==> config.mk <==
export PLATFORM = sky130hd
export DESIGN_NAME = instr_encoder_loader
export DESIGN_NICKNAME = d
export VERILOG_FILES = /design/src/rtl/mips_isa_pkg.sv /design/src/rtl/instr_encode.sv /design/src/rtl/instr_encoder_loader.sv
export SDC_FILE = /design/constraint.sdc
export NUM_CORES = 1
export LEC_CHECK = 0
export CORE_MARGIN = 10
export CORE_UTILIZATION = 40
export DETAILED_ROUTE_END_ITERATION = 12
export PLACE_DENSITY = 0.76
export SLEW_MARGIN = 0
export SYNTH_ARGS = -nofsm -noshare
export SYNTH_HDL_FRONTEND = slang
export SYNTH_SLANG_ARGS = --single-unit
==> constraint.sdc <==
create_clock -name clk -period 1.8 [get_ports clk]
set_clock_uncertainty 0.15 [all_clocks]
set_input_delay 0.27 -clock clk [delete_from_list [all_inputs] [get_ports clk]]
set_output_delay 0.27 -clock clk [all_outputs]
set_load 0.005 [all_outputs]
==> src/rtl/mips_isa_pkg.sv <==
// Shared MIPS ISA definitions: mnemonic enum, opcode/funct values and field-packing helpers.
// Used by the control decoder and by instr_encoder_loader / instr_encode.
package mips_isa_pkg;

   // Symbolic mnemonics; codes 26..31 are unassigned and treated as illegal.
   typedef enum logic [4:0] {
      MN_ADD   = 5'd0,
      MN_ADDU  = 5'd1,
      MN_SUB   = 5'd2,
      MN_SUBU  = 5'd3,
      MN_AND   = 5'd4,
      MN_OR    = 5'd5,
      MN_XOR   = 5'd6,
      MN_NOR   = 5'd7,
      MN_SLT   = 5'd8,
      MN_SLTU  = 5'd9,
      MN_SLL   = 5'd10,
      MN_SRL   = 5'd11,
      MN_SRA   = 5'd12,
      MN_ADDI  = 5'd13,
      MN_ADDIU = 5'd14,
      MN_ANDI  = 5'd15,
      MN_ORI   = 5'd16,
      MN_XORI  = 5'd17,
      MN_SLTI  = 5'd18,
      MN_SLTIU = 5'd19,
      MN_LUI   = 5'd20,
      MN_LW    = 5'd21,
      MN_SW    = 5'd22,
      MN_BEQ   = 5'd23,
      MN_BNE   = 5'd24,
      MN_J     = 5'd25
   } mnem_e;

   // Primary opcodes
   localparam logic [5:0] OPC_RTYPE = 6'h00;
   localparam logic [5:0] OPC_J     = 6'h02;
   localparam logic [5:0] OPC_BEQ   = 6'h04;
   localparam logic [5:0] OPC_BNE   = 6'h05;
   localparam logic [5:0] OPC_ADDI  = 6'h08;
   localparam logic [5:0] OPC_ADDIU = 6'h09;
   localparam logic [5:0] OPC_SLTI  = 6'h0A;
   localparam logic [5:0] OPC_SLTIU = 6'h0B;
   localparam logic [5:0] OPC_ANDI  = 6'h0C;
   localparam logic [5:0] OPC_ORI   = 6'h0D;
   localparam logic [5:0] OPC_XORI  = 6'h0E;
   localparam logic [5:0] OPC_LUI   = 6'h0F;
   localparam logic [5:0] OPC_LW    = 6'h23;
   localparam logic [5:0] OPC_SW    = 6'h2B;

   // R-type function codes
   localparam logic [5:0] FUNCT_SLL  = 6'h00;
   localparam logic [5:0] FUNCT_SRL  = 6'h02;
   localparam logic [5:0] FUNCT_SRA  = 6'h03;
   localparam logic [5:0] FUNCT_ADD  = 6'h20;
   localparam logic [5:0] FUNCT_ADDU = 6'h21;
   localparam logic [5:0] FUNCT_SUB  = 6'h22;
   localparam logic [5:0] FUNCT_SUBU = 6'h23;
   localparam logic [5:0] FUNCT_AND  = 6'h24;
   localparam logic [5:0] FUNCT_OR   = 6'h25;
   localparam logic [5:0] FUNCT_XOR  = 6'h26;
   localparam logic [5:0] FUNCT_NOR  = 6'h27;
   localparam logic [5:0] FUNCT_SLT  = 6'h2A;
   localparam logic [5:0] FUNCT_SLTU = 6'h2B;

   // Loader FSM states
   localparam logic [1:0] ST_IDLE = 2'd0;
   localparam logic [1:0] ST_LOAD = 2'd1;
   localparam logic [1:0] ST_DONE = 2'd2;
   localparam logic [1:0] ST_ERR  = 2'd3;

   function automatic logic [31:0] enc_r(input logic [4:0] rs, input logic [4:0] rt,
                                         input logic [4:0] rd, input logic [4:0] shamt,
                                         input logic [5:0] funct);
      return {OPC_RTYPE, rs, rt, rd, shamt, funct};
   endfunction

   function automatic logic [31:0] enc_i(input logic [5:0] opc, input logic [4:0] rs,
                                         input logic [4:0] rt, input logic [15:0] imm);
      return {opc, rs, rt, imm};
   endfunction

endpackage

==> src/rtl/instr_encode.sv <==
// Combinational descriptor -> 32-bit MIPS word encoder with legality flag.
module instr_encode
   import mips_isa_pkg::*;
(
   input  logic [4:0]  mnem,
   input  logic [4:0]  rs,
   input  logic [4:0]  rt,
   input  logic [4:0]  rd,
   input  logic [4:0]  shamt,
   input  logic [15:0] imm,
   input  logic [25:0] target,
   output logic [31:0] word,
   output logic        legal
);

   // Select format and code per mnemonic; unused fields are forced to zero.
   always_comb begin
      word  = 32'h0;
      legal = 1'b1;
      case (mnem_e'(mnem))
         MN_ADD:   word = enc_r(rs, rt, rd, 5'd0, FUNCT_ADD);
         MN_ADDU:  word = enc_r(rs, rt, rd, 5'd0, FUNCT_ADDU);
         MN_SUB:   word = enc_r(rs, rt, rd, 5'd0, FUNCT_SUB);
         MN_SUBU:  word = enc_r(rs, rt, rd, 5'd0, FUNCT_SUBU);
         MN_AND:   word = enc_r(rs, rt, rd, 5'd0, FUNCT_AND);
         MN_OR:    word = enc_r(rs, rt, rd, 5'd0, FUNCT_OR);
         MN_XOR:   word = enc_r(rs, rt, rd, 5'd0, FUNCT_XOR);
         MN_NOR:   word = enc_r(rs, rt, rd, 5'd0, FUNCT_NOR);
         MN_SLT:   word = enc_r(rs, rt, rd, 5'd0, FUNCT_SLT);
         MN_SLTU:  word = enc_r(rs, rt, rd, 5'd0, FUNCT_SLTU);
         // shifts take their operand from rt; rs is not part of the encoding
         MN_SLL:   word = enc_r(5'd0, rt, rd, shamt, FUNCT_SLL);
         MN_SRL:   word = enc_r(5'd0, rt, rd, shamt, FUNCT_SRL);
         MN_SRA:   word = enc_r(5'd0, rt, rd, shamt, FUNCT_SRA);
         MN_ADDI:  word = enc_i(OPC_ADDI, rs, rt, imm);
         MN_ADDIU: word = enc_i(OPC_ADDIU, rs, rt, imm);
         MN_ANDI:  word = enc_i(OPC_ANDI, rs, rt, imm);
         MN_ORI:   word = enc_i(OPC_ORI, rs, rt, imm);
         MN_XORI:  word = enc_i(OPC_XORI, rs, rt, imm);
         MN_SLTI:  word = enc_i(OPC_SLTI, rs, rt, imm);
         MN_SLTIU: word = enc_i(OPC_SLTIU, rs, rt, imm);
         MN_LUI:   word = enc_i(OPC_LUI, 5'd0, rt, imm);
         MN_LW:    word = enc_i(OPC_LW, rs, rt, imm);
         MN_SW:    word = enc_i(OPC_SW, rs, rt, imm);
         MN_BEQ:   word = enc_i(OPC_BEQ, rs, rt, imm);
         MN_BNE:   word = enc_i(OPC_BNE, rs, rt, imm);
         MN_J:     word = {OPC_J, target};
         default:  legal = 1'b0;
      endcase
   end

endmodule

==> src/rtl/instr_encoder_loader.sv <==
// Program loader: takes symbolic instruction descriptors over valid/ready and writes
// encoded words to instruction memory at sequential word addresses starting at BASE_ADDR.
// Optional feature macro INSTR_LOADER_CHECKSUM_EN adds a running XOR checksum output.
module instr_encoder_loader
   import mips_isa_pkg::*;
#(
   parameter logic [31:0] BASE_ADDR = 32'h0000_0000,
   parameter int unsigned DEPTH     = 256,
   localparam int unsigned CW       = $clog2(DEPTH + 1)
) (
   input  logic          clk,
   input  logic          reset,
   input  logic          start,
   input  logic          op_valid,
   output logic          op_ready,
   input  logic [4:0]    op_mnem,
   input  logic [4:0]    op_rs,
   input  logic [4:0]    op_rt,
   input  logic [4:0]    op_rd,
   input  logic [4:0]    op_shamt,
   input  logic [15:0]   op_imm,
   input  logic [25:0]   op_target,
   input  logic          op_last,
   output logic          imem_we,
   output logic [31:0]   imem_addr,
   output logic [31:0]   imem_wdata,
   output logic [CW-1:0] word_count,
`ifdef INSTR_LOADER_CHECKSUM_EN
   output logic [31:0]   checksum,
`endif
   output logic          done,
   output logic          err
);

   localparam logic [CW-1:0] CNT_LAST = CW'(DEPTH - 1);
   localparam logic [CW-1:0] CNT_MAX  = CW'(DEPTH);

   logic [1:0]  state_q, state_d;
   logic        accept, write_en, at_last_slot;
   logic [31:0] enc_word;
   logic        enc_legal;

   instr_encode u_encode (
      .mnem   (op_mnem),
      .rs     (op_rs),
      .rt     (op_rt),
      .rd     (op_rd),
      .shamt  (op_shamt),
      .imm    (op_imm),
      .target (op_target),
      .word   (enc_word),
      .legal  (enc_legal)
   );

   // Ready depends only on state and start so upstream can never see a valid->ready loop.
   assign op_ready     = (state_q == ST_LOAD) & ~start;
   assign accept       = op_valid & op_ready;
   assign write_en     = accept & enc_legal;
   assign at_last_slot = (word_count == CNT_LAST);

   // Next-state: start always (re)opens a session; an accept may close it.
   always_comb begin
      state_d = state_q;
      if (start) begin
         state_d = ST_LOAD;
      end else if (accept) begin
         if (!enc_legal) begin
            state_d = ST_ERR;
         end else if (op_last) begin
            state_d = ST_DONE;
         end else if (at_last_slot) begin
            state_d = ST_ERR;
         end
      end
   end

   // State register
   always_ff @(posedge clk) begin
      if (reset) begin
         state_q <= ST_IDLE;
      end else begin
         state_q <= state_d;
      end
   end

   // Write strobe and data, one cycle after the accept
   always_ff @(posedge clk) begin
      if (reset) begin
         imem_we    <= 1'b0;
         imem_wdata <= 32'h0;
      end else begin
         imem_we <= write_en;
         if (write_en) begin
            imem_wdata <= enc_word;
         end
      end
   end

   // Address holds the current write target and advances once that write has happened
   always_ff @(posedge clk) begin
      if (reset || start) begin
         imem_addr <= BASE_ADDR;
      end else if (imem_we) begin
         imem_addr <= imem_addr + 32'd4;
      end
   end

   // Word counter, counted at accept so it lines up with the write it describes
   always_ff @(posedge clk) begin
      if (reset || start) begin
         word_count <= '0;
      end else if (write_en && (word_count != CNT_MAX)) begin
         word_count <= word_count + CW'(1);
      end
   end

   // Sticky completion / error flags, cleared only by start or reset
   always_ff @(posedge clk) begin
      if (reset || start) begin
         done <= 1'b0;
         err  <= 1'b0;
      end else if (accept) begin
         if (!enc_legal) begin
            err <= 1'b1;
         end else if (op_last) begin
            done <= 1'b1;
         end else if (at_last_slot) begin
            err <= 1'b1;
         end
      end
   end

`ifdef INSTR_LOADER_CHECKSUM_EN
   // Running XOR of every word written this session, updated alongside imem_we
   always_ff @(posedge clk) begin
      if (reset || start) begin
         checksum <= 32'h0;
      end else if (write_en) begin
         checksum <= checksum ^ enc_word;
      end
   end
`endif

endmodule

==> impl_metrics.ini, run 1 <==
[run_status]
outcome = completed

[worst_setup_path]
worst_ep_required_time_ns = 1.88
setup.worst_path.end_class = register
worstSetupPathType = register to register
crit_path_start = word_count[5]$_SDFFE_PP0P_
critical_path.max_stage_delay_ns = 0.36
cp_cell_sequence = and4_4 > and2_4 > and3_4 > ha_4 > or3_4 > a21oi_2 > nor2_1
timing.critical_path.from_type = register
cpMaxStageDelayCell = sky130_fd_sc_hd__or3_4
worst-endpoint-arrival_ns = 1.88
r2r-start = word_count[5]$_SDFFE_PP0P_
max_fo_critical_path = 2

[route]
wirelength_mm = 14.4
detailedRoute.firstPassIterationCount = 7
antenna_violating_nets_post_route = 0
drcViolationCount = 0
initialDrtViolationCount = 292
vias = 4426
viasPerCell = 5.55
detail_route.wl_per_cell_um = 18.0

[die]
floorplan.die.height_um = 118
chipWidth_um = 118
core_area_mm2 = 0.00928
number_of_standard_cell_rows_in_the_floorplan = 35
start_util = 0.412
floorplan.die_area_mm2 = 0.0139
ioPinCount = 149

[layout]
final_layout_size_suffix_gt1_frac = 0.237
flow.area_growth_from_synthesis_pct = 67.2
diodes = 0
finish.net_count = 739
most-common-layout-cells = sky130_fd_sc_hd__clkdlybuf4s50_1, sky130_fd_sc_hd__buf_4, sky130_fd_sc_hd__nor2_1
layout.cells.most_common = sky130_fd_sc_hd__clkdlybuf4s50_1

[power_and_ir_drop]
maximum_vdd_drop_mv = 0.326
pwr_dens_mw_per_mm2 = 552
p_total_mw = 3.53
p_leak_nw = 2.50

[clocking]
cts_max_path_buffers = 2
cts-buffers-inserted = 9
post_cts_hold_buffer_count = 0
cts_htree_levels = 3
cts_tree = done
worst_skew_pair.late_latency_ns = 0.35
clock_sinks = 75
cts-root-buf = sky130_fd_sc_hd__clkbuf_8
clkTransAtPathRegs_ns = 0.09

[worst_hold_path]
origin_of_the_worst_min_delay_path = imem_wdata[27]$_SDFFE_PP0P_
worstHoldPathType = register to register

[timing]
finalSetupViolations = 0
fmax_mhz = 558
final_hold_viol_count = 0
rsz0062_at_grt = true
final.min_clock_period_ns = 1.79
drv_slew = 0
finalCritPeriodShare = 0.996
final_hold_slack_ns = 0.313
setup-tns-final_ns = 0

[synthesis]
post-synth-top-area-fraction = 0.392
synth_area_leader = sky130_fd_sc_hd__dfxtp_1
synthCells = 455
synth_seq_cells = 75
synth-seq-area-share = 0.392
async_flop_share = 0
synth.area.top_cells = sky130_fd_sc_hd__dfxtp_1, sky130_fd_sc_hd__nor2_1, sky130_fd_sc_hd__a211oi_1
synth_cell_types = 62
syn_area_cell_um2 = 8.41
yosysWarningCount = 0
synth_flop_type = sky130_fd_sc_hd__dfxtp_1
synth_enable_flop_cells = 0
netlist_area_mm2 = 0.00383

[global_route]
grt_use_total = 0.192
grt_pass1_wl_mm = 22.3
pin_count_of_the_biggest_net_entering_global_routing = 45
first_global_vias = 4400
globalRoute.totalOverflow = 0
grt_antenna_before_repair = 0

[placement]
gp_congestion = 0.862
sum_of_net_half_perimeters_after_detailed_placement_mm = 10.8
io_buffer_count = 145

[flow_run]
maxCapViolations = 0
metal layers:
| layer | vias up | wire length, µm | global-route usage |
|---|---|---|---|
| li1 | 2123 | - | - |
| met3 | 25 | 887 | 0.0379 |
| met4 | 0 | 329 | 0.0757 |
| met2 | 182 | 7250 | 0.337 |
| met1 | 2096 | 5900 | 0.224 |
| met5 | - | 0 | 0 |
critical path, delay by kind of cell, from the launching register on:
| family | cells | cell delay, ns |
|---|---|---|
| and+or+nand+nor | 5 | 0.91 |
| DFF | 1 | 0.33 |
| adders and majority gates | 1 | 0.16 |
| AOI/OAI and AO/OA | 1 | 0.12 |
stage by stage:
| step | utilization | instances | cell area, µm² | setup slack, ns |
|---|---|---|---|---|
| floorplan | - | 457 | 3850 | 0.0106 |
| global placement | 0.644 | 775 | 5980 | -0.431 |
| detailed placement | 0.644 | 775 | 5980 | -0.523 |
| CTS | 0.669 | 793 | 6210 | -0.00673 |
| global route | 0.689 | 797 | 6400 | -0.0448 |
| finish | 0.689 | 797 | 6400 | 0.00748 |
cells in the mapped netlist, drive strengths merged (3+ instances only):
master,n
nand2b,4
and3,6
o21a,3
a21oi,26
inv,14
nor3,14
a32oi,5
and2,4
buf,26
a41o,5
o21ai,9
nand4,17
o31ai,8
xor2,9
nor4,5
dfxtp,75
and4,5
xnor2,6
nand3,11
a311oi,3
o41ai,3
nand2,25
a221oi,14
nor2,62
or2,4
clkbuf,12
ha,4
a222oi,6
or3,6
a31oi,8
nand4b,4
or4,6
a211oi,20
report_power, final:
group          switching, mW  internal [mW]
Clock                  0.714          0.522
Combinational          0.245          0.347
Sequential            0.0183           1.69
path summary, 6_finish.rpt:
| check | slack [ns] | cells past startpoint | end |
|---|---|---|---|
| max | 0.007 | 7 | state_q[1]$_SDFFE_PP0P_ |
| min reg2reg | 0.31 | 2 | imem_wdata[27]$_SDFFE_PP0P_ |
| min | 0.31 | 2 | imem_wdata[27]$_SDFFE_PP0P_ |
| max reg2reg | 0.007 | 7 | state_q[1]$_SDFFE_PP0P_ |
cells by family after synthesis:
kind of cell / share of synthesized area
other: 0.000980
flip-flops: 0.392
AO/OA/AOI/OAI: 0.236
adder cells (fa/ha/maj): 0.0157
XOR/XNOR: 0.0343
multiplexers: 0.00523
AND/OR/NAND/NOR: 0.255
buffers and inverters: 0.0602
sequential cells by signal (all words and copies together), names as in the netlist:
| signal | flops |
|---|---|
| imem_wdata | 31 |
| done | 1 |
| imem_addr | 30 |
| state_q | 2 |
| err | 1 |
| word_count | 9 |
| imem_we | 1 |
what timing repair did:
action | in CTS | in global routing
gates cloned | 0 | 1
endpoints found under the hold margin | 0 | 0
buffers inserted | 2 | 3
setup endpoints to repair | 39 | 54
gates resized for setup | 17 | 44
pin swaps | 3 | 5
final cells by class:
cell class              count  area, µm²
inverters                  14       52.6
fillers                   751       2890
repair buffers            233       2240
multi-input cells         330       2230
clock buffers               9        124
clock inverters             7       57.6
well taps                 129        161
flip-flops and latches     75       1530
(Power assumes the default switching activity.)
==> inputs of run 2 (changes only) <==
- GPL_ROUTABILITY_DRIVEN: default -> 0
- SKIP_LAST_GASP: default -> 1
==> run 2 against run 1 <==
  * Non-clock buffer count increased by 3
  * Clock-buffer cell count stayed put
  * Global-route usage unchanged
  * First-iteration DRC count grew 2.1%
  * Critical path depth unchanged
  * Routed wire length rose by 0.52%
  * Sequential power barely moved
  * Via count up 0.97%
  * Register-to-register slack barely moved
  * Die area unchanged
  * Flip-flop and latch count is the same
  * Cell area up 0.47%
  * Critical endpoint unchanged
  * Highest routed layer unchanged
==> impl_metrics.ini, run 2 (same netlist as run 1, synthesis figures left out) <==
[clocking]
cts-buffers-inserted = 9
cts_tree = done
clkTransAtPathRegs_ns = 0.09
cts-root-buf = sky130_fd_sc_hd__clkbuf_8
clock_sinks = 75
cts_max_path_buffers = 2
worst_skew_pair.late_latency_ns = 0.35
post_cts_hold_buffer_count = 0
cts_htree_levels = 3

[worst_setup_path]
r2r-start = word_count[5]$_SDFFE_PP0P_
timing.critical_path.buf_inv = 0
worst_path_dominant_cell_family = simple AND/OR/NAND/NOR gates
crit_path_start = word_count[5]$_SDFFE_PP0P_
critical_path.max_stage_delay_ns = 0.36
worst_ep_required_time_ns = 1.88
worstSetupPathType = register to register
timing.critical_path.from_type = register
setup.worst_path.end_class = register
cp_cell_sequence = and4_4 > and2_4 > and3_4 > ha_4 > or3_4 > a21oi_2 > nor2_1
max_fo_critical_path = 2
worst-endpoint-arrival_ns = 1.88
cpMaxStageDelayCell = sky130_fd_sc_hd__or3_4

[power_and_ir_drop]
p_comb_frac = 0.168
total_switching_power_uw = 972
pwr-share-seq = 0.483
switching_share_of_power = 0.276
maximum_vdd_drop_mv = 0.326
clockPowerShare = 0.349
p_leak_nw = 2.50
intPower_mw = 2.56
pwr_dens_mw_per_mm2 = 549

[timing]
rsz0062_at_grt = true
final_hold_viol_count = 0
drv_slew = 0
setup_ws_ns = 0.00673
finalSetupViolations = 0
setup-tns-final_ns = 0
finalCritPeriodShare = 0.996
fmax_mhz = 558
final.min_clock_period_ns = 1.79

[layout]
regMostFlops = imem_wdata
reg_top3 = imem_wdata: 31 flops, imem_addr: 30 flops, word_count: 9 flops
cell_count_final_fillers_out = 800
final_layout_size_suffix_gt1_frac = 0.243
most-common-layout-cells = sky130_fd_sc_hd__clkdlybuf4s50_1, sky130_fd_sc_hd__buf_4, sky130_fd_sc_hd__nor2_1
stdcell_area_mm2 = 0.00643
diodes = 0
layout.cells.most_common = sky130_fd_sc_hd__clkdlybuf4s50_1
finish.net_count = 742
fillerInstances = 745
largest_register_ffs = 31
flow.area_growth_from_synthesis_pct = 68.0

[die]
core_area_mm2 = 0.00928
floorplan.die.height_um = 118
floorplan.die_area_mm2 = 0.0139
number_of_standard_cell_rows_in_the_floorplan = 35
ioPinCount = 149
chipWidth_um = 118
start_util = 0.412

[global_route]
grt_use_total = 0.192
first_global_vias = 4400
grt_antenna_before_repair = 0
globalRoute.totalOverflow = 0
grt_pass1_wl_mm = 22.3
pin_count_of_the_biggest_net_entering_global_routing = 45

[placement]
detailedPlace.worstSlack_ns = -0.523
sum_of_net_half_perimeters_after_detailed_placement_mm = 10.8
numPlacedInstances = 775
post_dp_cell_area_mm2 = 0.00598
io_buffer_count = 145

[route]
detailedRoute.firstPassIterationCount = 5
drcViolationCount = 0
detail_route.wl_per_cell_um = 18.0
antenna_violating_nets_post_route = 0
wirelength_mm = 14.4
vias = 4469
viasPerCell = 5.59
initialDrtViolationCount = 298

[flow_run]
maxCapViolations = 0

[worst_hold_path]
origin_of_the_worst_min_delay_path = imem_wdata[27]$_SDFFE_PP0P_
worstHoldPathType = register to register

[run_status]
outcome = completed
==> run 2: changes by cell type in the layout (fill, tap and decap cells not counted), sizes merged <==
cell,delta
buf,+3
clkdlybuf4s15,-1
clkdlybuf4s50,+1
dlygate4sd2,+1
dlymetal6s2s,-1
==> run 2: worst paths after layout <==
path	end	slack, ns	cells after the start
max	state_q[1]$_SDFFE_PP0P_	0.007	7
min	imem_wdata[27]$_SDFFE_PP0P_	0.31	2
max reg2reg	state_q[1]$_SDFFE_PP0P_	0.007	7
min reg2reg	imem_wdata[27]$_SDFFE_PP0P_	0.31	2
==> run 2: cell type report <==
class / instances / area, µm² / share of cell area
Timing Repair Buffer: 236 / 2250 / 0.351
Inverter: 14 / 52.6 / 0.00818
Tap cell: 129 / 161 / 0.0251
Clock inverter: 7 / 57.6 / 0.00895
Clock buffer: 9 / 124 / 0.0193
Sequential cell: 75 / 1530 / 0.238
Multi-Input combinational cell: 330 / 2250 / 0.350
==> run 2: worst min-delay path: stages (launching register included) <==
cell and delay [ns]:
sky130_fd_sc_hd__dfxtp_1 0.32, sky130_fd_sc_hd__nand2_1 0.05, sky130_fd_sc_hd__a21oi_1 0.05
==> run 2: through the flow <==
stage	util	power (mW)	hold WS [ns]
floorplan	-	1.96	0.237
global placement	0.644	2.30	0.295
detailed placement	0.644	2.31	0.303
CTS	0.669	3.53	0.315
global route	0.692	3.67	0.325
finish	0.692	3.53	0.314
==> run 2: routing by layer <==
metal	vias to the layer above	GRT usage	routed length, µm
li1	2134	-	-
met5	-	0	0
met4	0	0.0757	335
met1	2116	0.224	5810
met3	30	0.0379	992
met2	189	0.337	7300
==> run 2: repair_timing <==
item / in CTS / in global routing
resized for setup: 16 / 45
cloned: 0 / 2
pin swaps: 3 / 7
buffers inserted: 2 / 5
endpoints found under the setup margin: 39 / 55
hold endpoints to repair: 0 / 0
==> run 2: power groups by stage <==
stage / logic, mW / clock network [mW] / registers, mW
2_1_floorplan: 0.213 / 0 / 1.74
3_3_place_gp: 0.559 / 0 / 1.74
3_5_place_dp: 0.569 / 0 / 1.74
4_1_cts: 0.573 / 1.26 / 1.70
5_1_grt: 0.633 / 1.32 / 1.71
6_report: 0.591 / 1.23 / 1.71
